## src/rtl/alu_seq_ctrl.sv

```systemverilog
// Command sequencer for the negedge-registered 16-bit ALU: repeats one opcode,
// feeding each result back into the ALU's 16-bit input, then returns the result.
module alu_seq_ctrl #(
    parameter int CNT_W      = 4,
    parameter bit EARLY_STOP = 1'b1
) (
    input  logic             clk,
    input  logic             rst_n,
    input  logic             cmd_valid,
    output logic             cmd_ready,
    input  logic [2:0]       cmd_op,
    input  logic [7:0]       cmd_a,
    input  logic [15:0]      cmd_b,
    input  logic [CNT_W-1:0] cmd_count,
    output logic [2:0]       alu_opcode,
    output logic [7:0]       alu_in1,
    output logic [15:0]      alu_in2,
    input  logic [15:0]      alu_out,
    input  logic             alu_flag,
    output logic             rsp_valid,
    input  logic             rsp_ready,
    output logic [15:0]      rsp_data,
    output logic             rsp_flag,
    output logic [CNT_W-1:0] rsp_iters,
    output logic             rsp_err,
    output logic             busy
);

    localparam logic [2:0] OP_NONE   = 3'b000;
    localparam logic [2:0] OP_ADD    = 3'b001;
    localparam logic [2:0] OP_SUB    = 3'b010;
    localparam logic [2:0] OP_INC    = 3'b011;
    localparam logic [2:0] OP_RSHIFT = 3'b100;
    localparam logic [2:0] OP_LSHIFT = 3'b101;

    typedef enum logic [1:0] {
        IDLE,
        ISSUE,
        DONE
    } state_t;

    state_t           state_q;
    logic [2:0]       aluOpcode_q;
    logic [7:0]       aluIn1_q;
    logic [15:0]      aluIn2_q;
    logic [CNT_W-1:0] remaining_q;
    logic [CNT_W-1:0] iters_q;
    logic [15:0]      rspData_q;
    logic             rspFlag_q;
    logic [CNT_W-1:0] rspIters_q;
    logic             rspErr_q;

    logic [CNT_W-1:0] remaining_d;
    logic [CNT_W-1:0] iters_d;
    logic             legalOp;
    logic             earlyHit;
    logic             stopNow;

    assign legalOp     = (cmd_op == OP_ADD) || (cmd_op == OP_SUB) || (cmd_op == OP_INC) ||
                         (cmd_op == OP_RSHIFT) || (cmd_op == OP_LSHIFT);
    assign remaining_d = remaining_q - 1'b1;
    assign iters_d     = iters_q + 1'b1;
    // Only decrementing operations can legitimately reach zero and stay there.
    assign earlyHit    = EARLY_STOP && alu_flag &&
                         ((aluOpcode_q == OP_SUB) || (aluOpcode_q == OP_RSHIFT));
    assign stopNow     = (remaining_d == '0) || earlyHit;

    always_ff @(posedge clk or negedge rst_n) begin
        if (!rst_n) begin
            state_q     <= IDLE;
            aluOpcode_q <= OP_NONE;
            aluIn1_q    <= '0;
            aluIn2_q    <= '0;
            remaining_q <= '0;
            iters_q     <= '0;
            rspData_q   <= '0;
            rspFlag_q   <= 1'b0;
            rspIters_q  <= '0;
            rspErr_q    <= 1'b0;
        end else begin
            case (state_q)
                IDLE: begin
                    if (cmd_valid) begin
                        if (!legalOp || cmd_count == '0) begin
                            rspData_q  <= cmd_b;
                            rspFlag_q  <= 1'b0;
                            rspIters_q <= '0;
                            rspErr_q   <= !legalOp;
                            state_q    <= DONE;
                        end else begin
                            aluOpcode_q <= cmd_op;
                            aluIn1_q    <= cmd_a;
                            aluIn2_q    <= cmd_b;
                            remaining_q <= cmd_count;
                            iters_q     <= '0;
                            state_q     <= ISSUE;
                        end
                    end
                end
                ISSUE: begin
                    iters_q     <= iters_d;
                    remaining_q <= remaining_d;
                    aluIn2_q    <= alu_out;
                    if (stopNow) begin
                        rspData_q   <= alu_out;
                        rspFlag_q   <= alu_flag;
                        rspIters_q  <= iters_d;
                        rspErr_q    <= 1'b0;
                        aluOpcode_q <= OP_NONE;
                        state_q     <= DONE;
                    end
                end
                DONE: begin
                    if (rsp_ready) begin
                        state_q <= IDLE;
                    end
                end
                default: begin
                    state_q     <= IDLE;
                    aluOpcode_q <= OP_NONE;
                end
            endcase
        end
    end

    assign cmd_ready  = (state_q == IDLE);
    assign busy       = (state_q != IDLE);
    assign rsp_valid  = (state_q == DONE);
    assign alu_opcode = aluOpcode_q;
    assign alu_in1    = aluIn1_q;
    assign alu_in2    = aluIn2_q;
    assign rsp_data   = rspData_q;
    assign rsp_flag   = rspFlag_q;
    assign rsp_iters  = rspIters_q;
    assign rsp_err    = rspErr_q;

endmodule

```

## config.mk

```make
export PLATFORM = sky130hd
export DESIGN_NAME = alu_seq_ctrl
export DESIGN_NICKNAME = d
export VERILOG_FILES = /design/src/rtl/alu_seq_ctrl.sv
export SDC_FILE = /design/constraint.sdc
export NUM_CORES = 1
export LEC_CHECK = 0
export ABC_AREA = 1
export BUFFER_PORTS_ARGS = -buffer_cell sky130_fd_sc_hd__buf_2
export CORE_MARGIN = 10
export CORE_UTILIZATION = 25
export DETAILED_ROUTE_END_ITERATION = 8
export SLEW_MARGIN = 20
export SYNTH_ARGS = -nofsm -noshare
export SYNTH_HDL_FRONTEND = slang
export SYNTH_SLANG_ARGS = --single-unit
export TNS_END_PERCENT = 5
```

## constraint.sdc

```tcl
create_clock -name clk -period 3.3 [get_ports clk]
set_clock_uncertainty 0.2 [all_clocks]
set_input_delay 0.33 -clock clk [delete_from_list [all_inputs] [get_ports clk]]
set_output_delay 0.33 -clock clk [all_outputs]
set_load 0.05 [all_outputs]
```

==> impl_metrics.tcl, run 1 <==
set metrics [dict create \
    status "completed" \
    synth-seq-area-share 0.5086 \
    worstSetupEndpointType "flip-flop" \
    p_per_area_nw_per_um2 1265 \
    synth.distinct_cells 25 \
    yosys.area_share.xor_xnor 0 \
    finalHoldViolCount 0 \
    avgSynthCellArea_um2 7.909 \
    path_cells "nor2_4 > inv_4 > or2_1 > nand2_8 > nor2_4 > nand2_2 > nand2_1 > nand2_1" \
    r2r_setup_slack_ns 0.76 \
    irDropWorstVdd_mv 0.3990 \
    max_freq_mhz 394.3 \
    first_global_vias 2851 \
    grt_max_degree 37 \
    diodes 0 \
    drive_gt1_frac 0.2893 \
    worst_pin_slew_ns 0.8114 \
    drc 0 \
    die_height_um 127.8 \
    core-area_um2 11370 \
    wl_per_cell_um 14.70 \
    synth_top_family_by_area "simple AND/OR/NAND/NOR gates" \
    async_flop_share 1.000 \
    synth_area_leaders "dfrtp_1 51%, nand2_1 25%, nand3_1 4.0%" \
    path_class "flip-flop to flip-flop" \
    numPortBuffers 103 \
    synthMuxAreaShare 0 \
    wirelength_um 9113 \
    dpl.hpwl_um 6774 \
    synth.top_cell.area_share 0.5086 \
    cp.arrival_ns 2.55 \
    netlist_instances 367 \
    overflow 0 \
    cpMaxStageDelayCell "nor2_4" \
    synth_simple_gate_area_frac 0.3836 \
    r2r_end "rsp_data[8]" \
    p_leak_nw 2.176 \
    drv_slew 0 \
    worstHoldPathType "input port to flip-flop" \
    synth-edff-count 0 \
    r2r_cells 8 \
    floorplan.rows 39 \
    ant_nets 0 \
    dominantRegCellSynth "dfrtp_1" \
    die_w_um 127.8 \
    cts_sinks 59 \
    grtUsageTotal 0.1138 \
    final_area_um2 3822 \
    finalCritPeriodShare 0.7686 \
    fin_nets 527 \
    dp.cells 602 \
    syn_nets 422 \
    cts_tree "built" \
    initialDrtViolationCount 169 \
    synth_common_cells "196 x nand2_1, 59 x dfrtp_1, 23 x nand3_1, 17 x inv_1, 16 x nor2_1" \
    worstPathRequired_ns 3.31 \
    initial_utilization 0.2553 \
    r2r_start "state_q[0]" \
    synth_fa_ha_area_frac 0.01293 \
    synth-seq-cells 59 \
    final_cell_count_no_fill 620 \
    dr_total_vias 2699 \
    worstSkewPairLatency_ns 0.33 \
    grt_pass1_wl_um 14870 \
    io_pins 104 \
    crit_start "state_q[0]" \
    detail_route.first_pass.iterations 4 \
    holdPathStages 3 \
    max_slew_margin 0.4591 \
    clkSlewWorstSetupHoldPaths_ns 0.05 \
    rsz0062_at_grt "no" \
    gp_congestion 0.7762 \
    cts_setup_buffers 0 \
    max_stage_delay_ns 0.51 \
    syn_area_um2 2903 \
    cts-root-buf "clkbuf_16" \
    worst_setup_path_start_kind "flip-flop" \
    crit_fanout 23 \
    finalSetupTns_ns 0 \
    yosysMostFrequentCell "nand2_1" \
    post-synth-top-area-cell "dfrtp_1" \
    synth_compound_area_frac 0.03147 \
    h-tree-depth 3 \
    cts_inserted_buffers 9 \
    postPlaceCellArea_um2 3513 \
    maxCapViolCount 0 \
    finalPower_mw 4.836 \
    cts_buffer_depth 2 \
    die-area_um2 16320 \
    ys_warn_count 0 \
    viasPerCell 4.353 \
    antenna_found_initial 0 \
    crit_path_end "rsp_data[8]" \
    period_minus_slack_ns 2.536 \
    setup_violations 0 \
    synthToLayoutAreaGrowth_pct 31.68 \
]
layout make-up:
cell class	count	area (um2)
clock buffers	14	254.0
clock inverters	2	35.03
fillers	1212	7547
inverters	18	70.07
multi-input cells	275	1242
flip-flops and latches	59	1476
well taps	143	178.9
repair buffers	109	565.5
cells by family after synthesis:
family / after synthesis
DFF: 59
and+or+nand+nor: 257
adders and majority gates: 3
buffers and inverters: 33
AOI/OAI and AO/OA: 15
registers in the layout, summed over array words and instances (netlist names):
| name | flops |
|---|---|
| rsp_iters | 4 |
| alu_in1 | 8 |
| remaining_q | 4 |
| alu_in2 | 16 |
| rsp_err | 1 |
| state_q | 2 |
| rsp_data | 16 |
| iters_q | 4 |
| rsp_flag | 1 |
| alu_opcode | 3 |
timing repair:
| item | in CTS | in global routing |
|---|---|---|
| gates resized for setup | 0 | 0 |
| hold buffers | 2 | 0 |
| endpoints found under the hold margin | 35 | 0 |
power breakdown:
| group | switching, mW | internal, mW |
|---|---|---|
| clock network | 0.312 | 0.604 |
| logic | 2.08 | 0.592 |
| registers | 0.202 | 1.05 |
| total | 2.59 | 2.25 |
layer usage:
metal,global-route usage,wire length [um],vias up
met5,0,0,-
met4,0.04834,134,0
met3,0.04094,671,9
met2,0.1861,4404,72
met1,0.1315,3904,1262
li1,-,-,1356
stage by stage:
step	setup slack, ns	util	hold slack (ns)
3_5_place_dp	0.7506	0.3090	0.2544
2_1_floorplan	1.145	-	-0.1656
3_3_place_gp	0.8164	0.3090	0.2520
6_report	0.7638	0.3362	0.03421
5_1_grt	0.5484	0.3362	0.04682
4_1_cts	0.7314	0.3362	0.02894
worst min path at each step:
stage,to,slack (ns),start
2_1_floorplan,alu_in1[0],-0.17,rst_n
3_3_place_gp,rsp_iters[2],0.25,rsp_iters[2]
3_5_place_dp,rsp_data[5],0.25,rsp_data[5]
4_1_cts,alu_in1[4],0.03,cmd_a[4]
5_1_grt,alu_in1[7],0.05,cmd_a[7]
6_report,alu_in1[7],0.03,cmd_a[7]
placed cells by master (no fill, tap or decap), drive strengths merged, types with 2 or more instances in the layout:
cell and n:
dfrtp 59, a21oi 2, inv 18, nand4 4
nand2 198, nand3 34, nor2 20, ha 3
buf 107, dlygate4sd3 2, clkbuf 14, o21ai 10
critical path, delay by kind of cell (launching register included):
| family | cells | cell delay [ns] |
|---|---|---|
| buffers and inverters | 1 | 0.08 |
| and+or+nand+nor | 7 | 1.70 |
| DFF | 1 | 0.43 |
No activity file was read; power rests on OpenSTA's default activity.
==> run 2, diff against run 1 <==
==> constraint.sdc (replaced) <==
create_clock -name clk -period 2.6 [get_ports clk]
set_clock_uncertainty 0.2 [all_clocks]
set_input_delay 0.26 -clock clk [delete_from_list [all_inputs] [get_ports clk]]
set_output_delay 0.26 -clock clk [all_outputs]
set_load 0.05 [all_outputs]
==> impl_metrics.tcl, run 2 (synthesis gave the netlist of run 1 again) <==
set metrics [dict create \
    dpl.hpwl_um 6700 \
    post-place-ws_ns -0.03630 \
    setup_violations 0 \
    drc 0 \
    crit_family "simple AND/OR/NAND/NOR gates" \
    grt_pass1_wl_um 15100 \
    cp.arrival_ns 2.26 \
    finalSetupTns_ns 0 \
    cts_resized 0 \
    period_minus_slack_ns 2.278 \
    gp_congestion 0.7508 \
    regArea_um2 1476 \
    detail_route.first_pass.iterations 5 \
    diodes 0 \
    max_freq_mhz 439.0 \
    drive_gt1_frac 0.2965 \
    worstSkewPairLatency_ns 0.32 \
    grt_max_degree 34 \
    path_cells "nor2_4 > inv_4 > nor2_2 > nor2_4 > nand2_2 > o31ai_1" \
    io_pins 104 \
    synthToLayoutAreaGrowth_pct 36.81 \
    crit_buf_inv 1 \
    cts_buffer_depth 2 \
    p_per_area_nw_per_um2 1595 \
    grtUsageTotal 0.1145 \
    dp.cells 605 \
    viasPerCell 4.328 \
    worst_pin_slew_ns 0.8252 \
    worst_setup_path_start_kind "flip-flop" \
    worstSetupEndpointType "flip-flop" \
    irDropWorstVdd_mv 0.6362 \
    fin_nets 539 \
    wl_per_cell_um 14.66 \
    die_w_um 127.8 \
    cts-root-buf "clkbuf_16" \
    layout_setup_ws_ns 0.3222 \
    floorplan.rows 39 \
    wirelength_um 9262 \
    multi_input_comb_area_um2 1249 \
    cts_setup_buffers 0 \
    clkSlewWorstSetupHoldPaths_ns 0.05 \
    cpMaxStageDelayCell "nor2_2" \
    p_leak_nw 2.244 \
    maxCapViolCount 0 \
    die_height_um 127.8 \
    numPortBuffers 103 \
    worstPathRequired_ns 2.58 \
    final_common_cell "nand2_1" \
    initial_utilization 0.2553 \
    die-area_um2 16320 \
    worstHoldPathType "input port to flip-flop" \
    finalCritPeriodShare 0.8761 \
    final_area_um2 3971 \
    status "completed" \
    critical_path.most_common_cell "nor2_4" \
    cts_tree "built" \
    max_slew_margin 0.4492 \
    finalPower_mw 6.336 \
    ant_nets 0 \
    finalHoldViolCount 0 \
    h-tree-depth 3 \
    rsz0062_at_grt "no" \
    final.fill_count 1185 \
    core-area_um2 11370 \
    dr_total_vias 2735 \
    final_cell_count_no_fill 632 \
    drv_slew 0 \
    layout_common_cells "196 x nand2_1, 103 x buf_2, 59 x dfrtp_1" \
    hold_ws_ns 0.02485 \
    path_class "flip-flop to flip-flop" \
    postPlaceCellArea_um2 3536 \
    cts_sinks 59 \
    overflow 0 \
    first_global_vias 2830 \
    cts_inserted_buffers 9 \
    initialDrtViolationCount 135 \
    fin_util 0.3493 \
    antenna_found_initial 0 \
    crit_fanout 23 \
    max_stage_delay_ns 0.51 \
]
[run 2: cell types whose count changed in the layout (fill, tap and decap cells not counted), sizes merged]
cell,delta
nor2,+1
dlygate4sd3,+8
bufinv,+1
buf,+3
clkbuf,-2
clkinvlp,+1
[run 2: where the power goes]
part | internal, mW | switching, mW
clock | 0.889 | 0.419
combinational | 0.787 | 2.66
sequential | 1.33 | 0.250
[run 2: path summary, 6_finish.rpt]
check / from / end / slack [ns] / depth (start not counted)
worst min-delay path: alu_flag / rsp_flag / 0.02 / 3
max in group asynchronous: rst_n / state_q[1] / 1.08 / 3
worst max-delay path: state_q[0] / state_q[1] / 0.32 / 6
worst max register to register: state_q[0] / state_q[1] / 0.32 / 6
worst min register to register: rsp_iters[1] / rsp_iters[1] / 0.26 / 2
min in group asynchronous: rst_n / alu_in2[8] / 0.37 / 2
[run 2: layer usage]
layer  up-vias  GRT usage  routed length, um
li1       1376          -                  -
met1      1276     0.1428               4208
met2        72     0.1804               4367
met3        11    0.03557                557
met4         0    0.04503                130
met5         -          0                  0
[run 2: cell type report]
type / instances / area share
Clock buffer: 12 / 0.06459
Clock inverter: 4 / 0.01827
Inverter: 18 / 0.01764
Multi-Input combinational cell: 276 / 0.3144
Sequential cell: 59 / 0.3718
Tap cell: 143 / 0.04505
Timing Repair Buffer: 120 / 0.1682
[run 2: worst min-delay path, cell delays in order]
cell     delay (ns)
buf_2          0.11
nand4_1        0.08
nand2_1        0.06
[run 2: timing repair]
item | 4_1_cts | 5_1_grt
hold buffers | 10 | 0
gates cloned | 0 | 1
endpoints found under the setup margin | 1 | 23
endpoints found under the hold margin | 40 | 0
pin swaps | 1 | 1
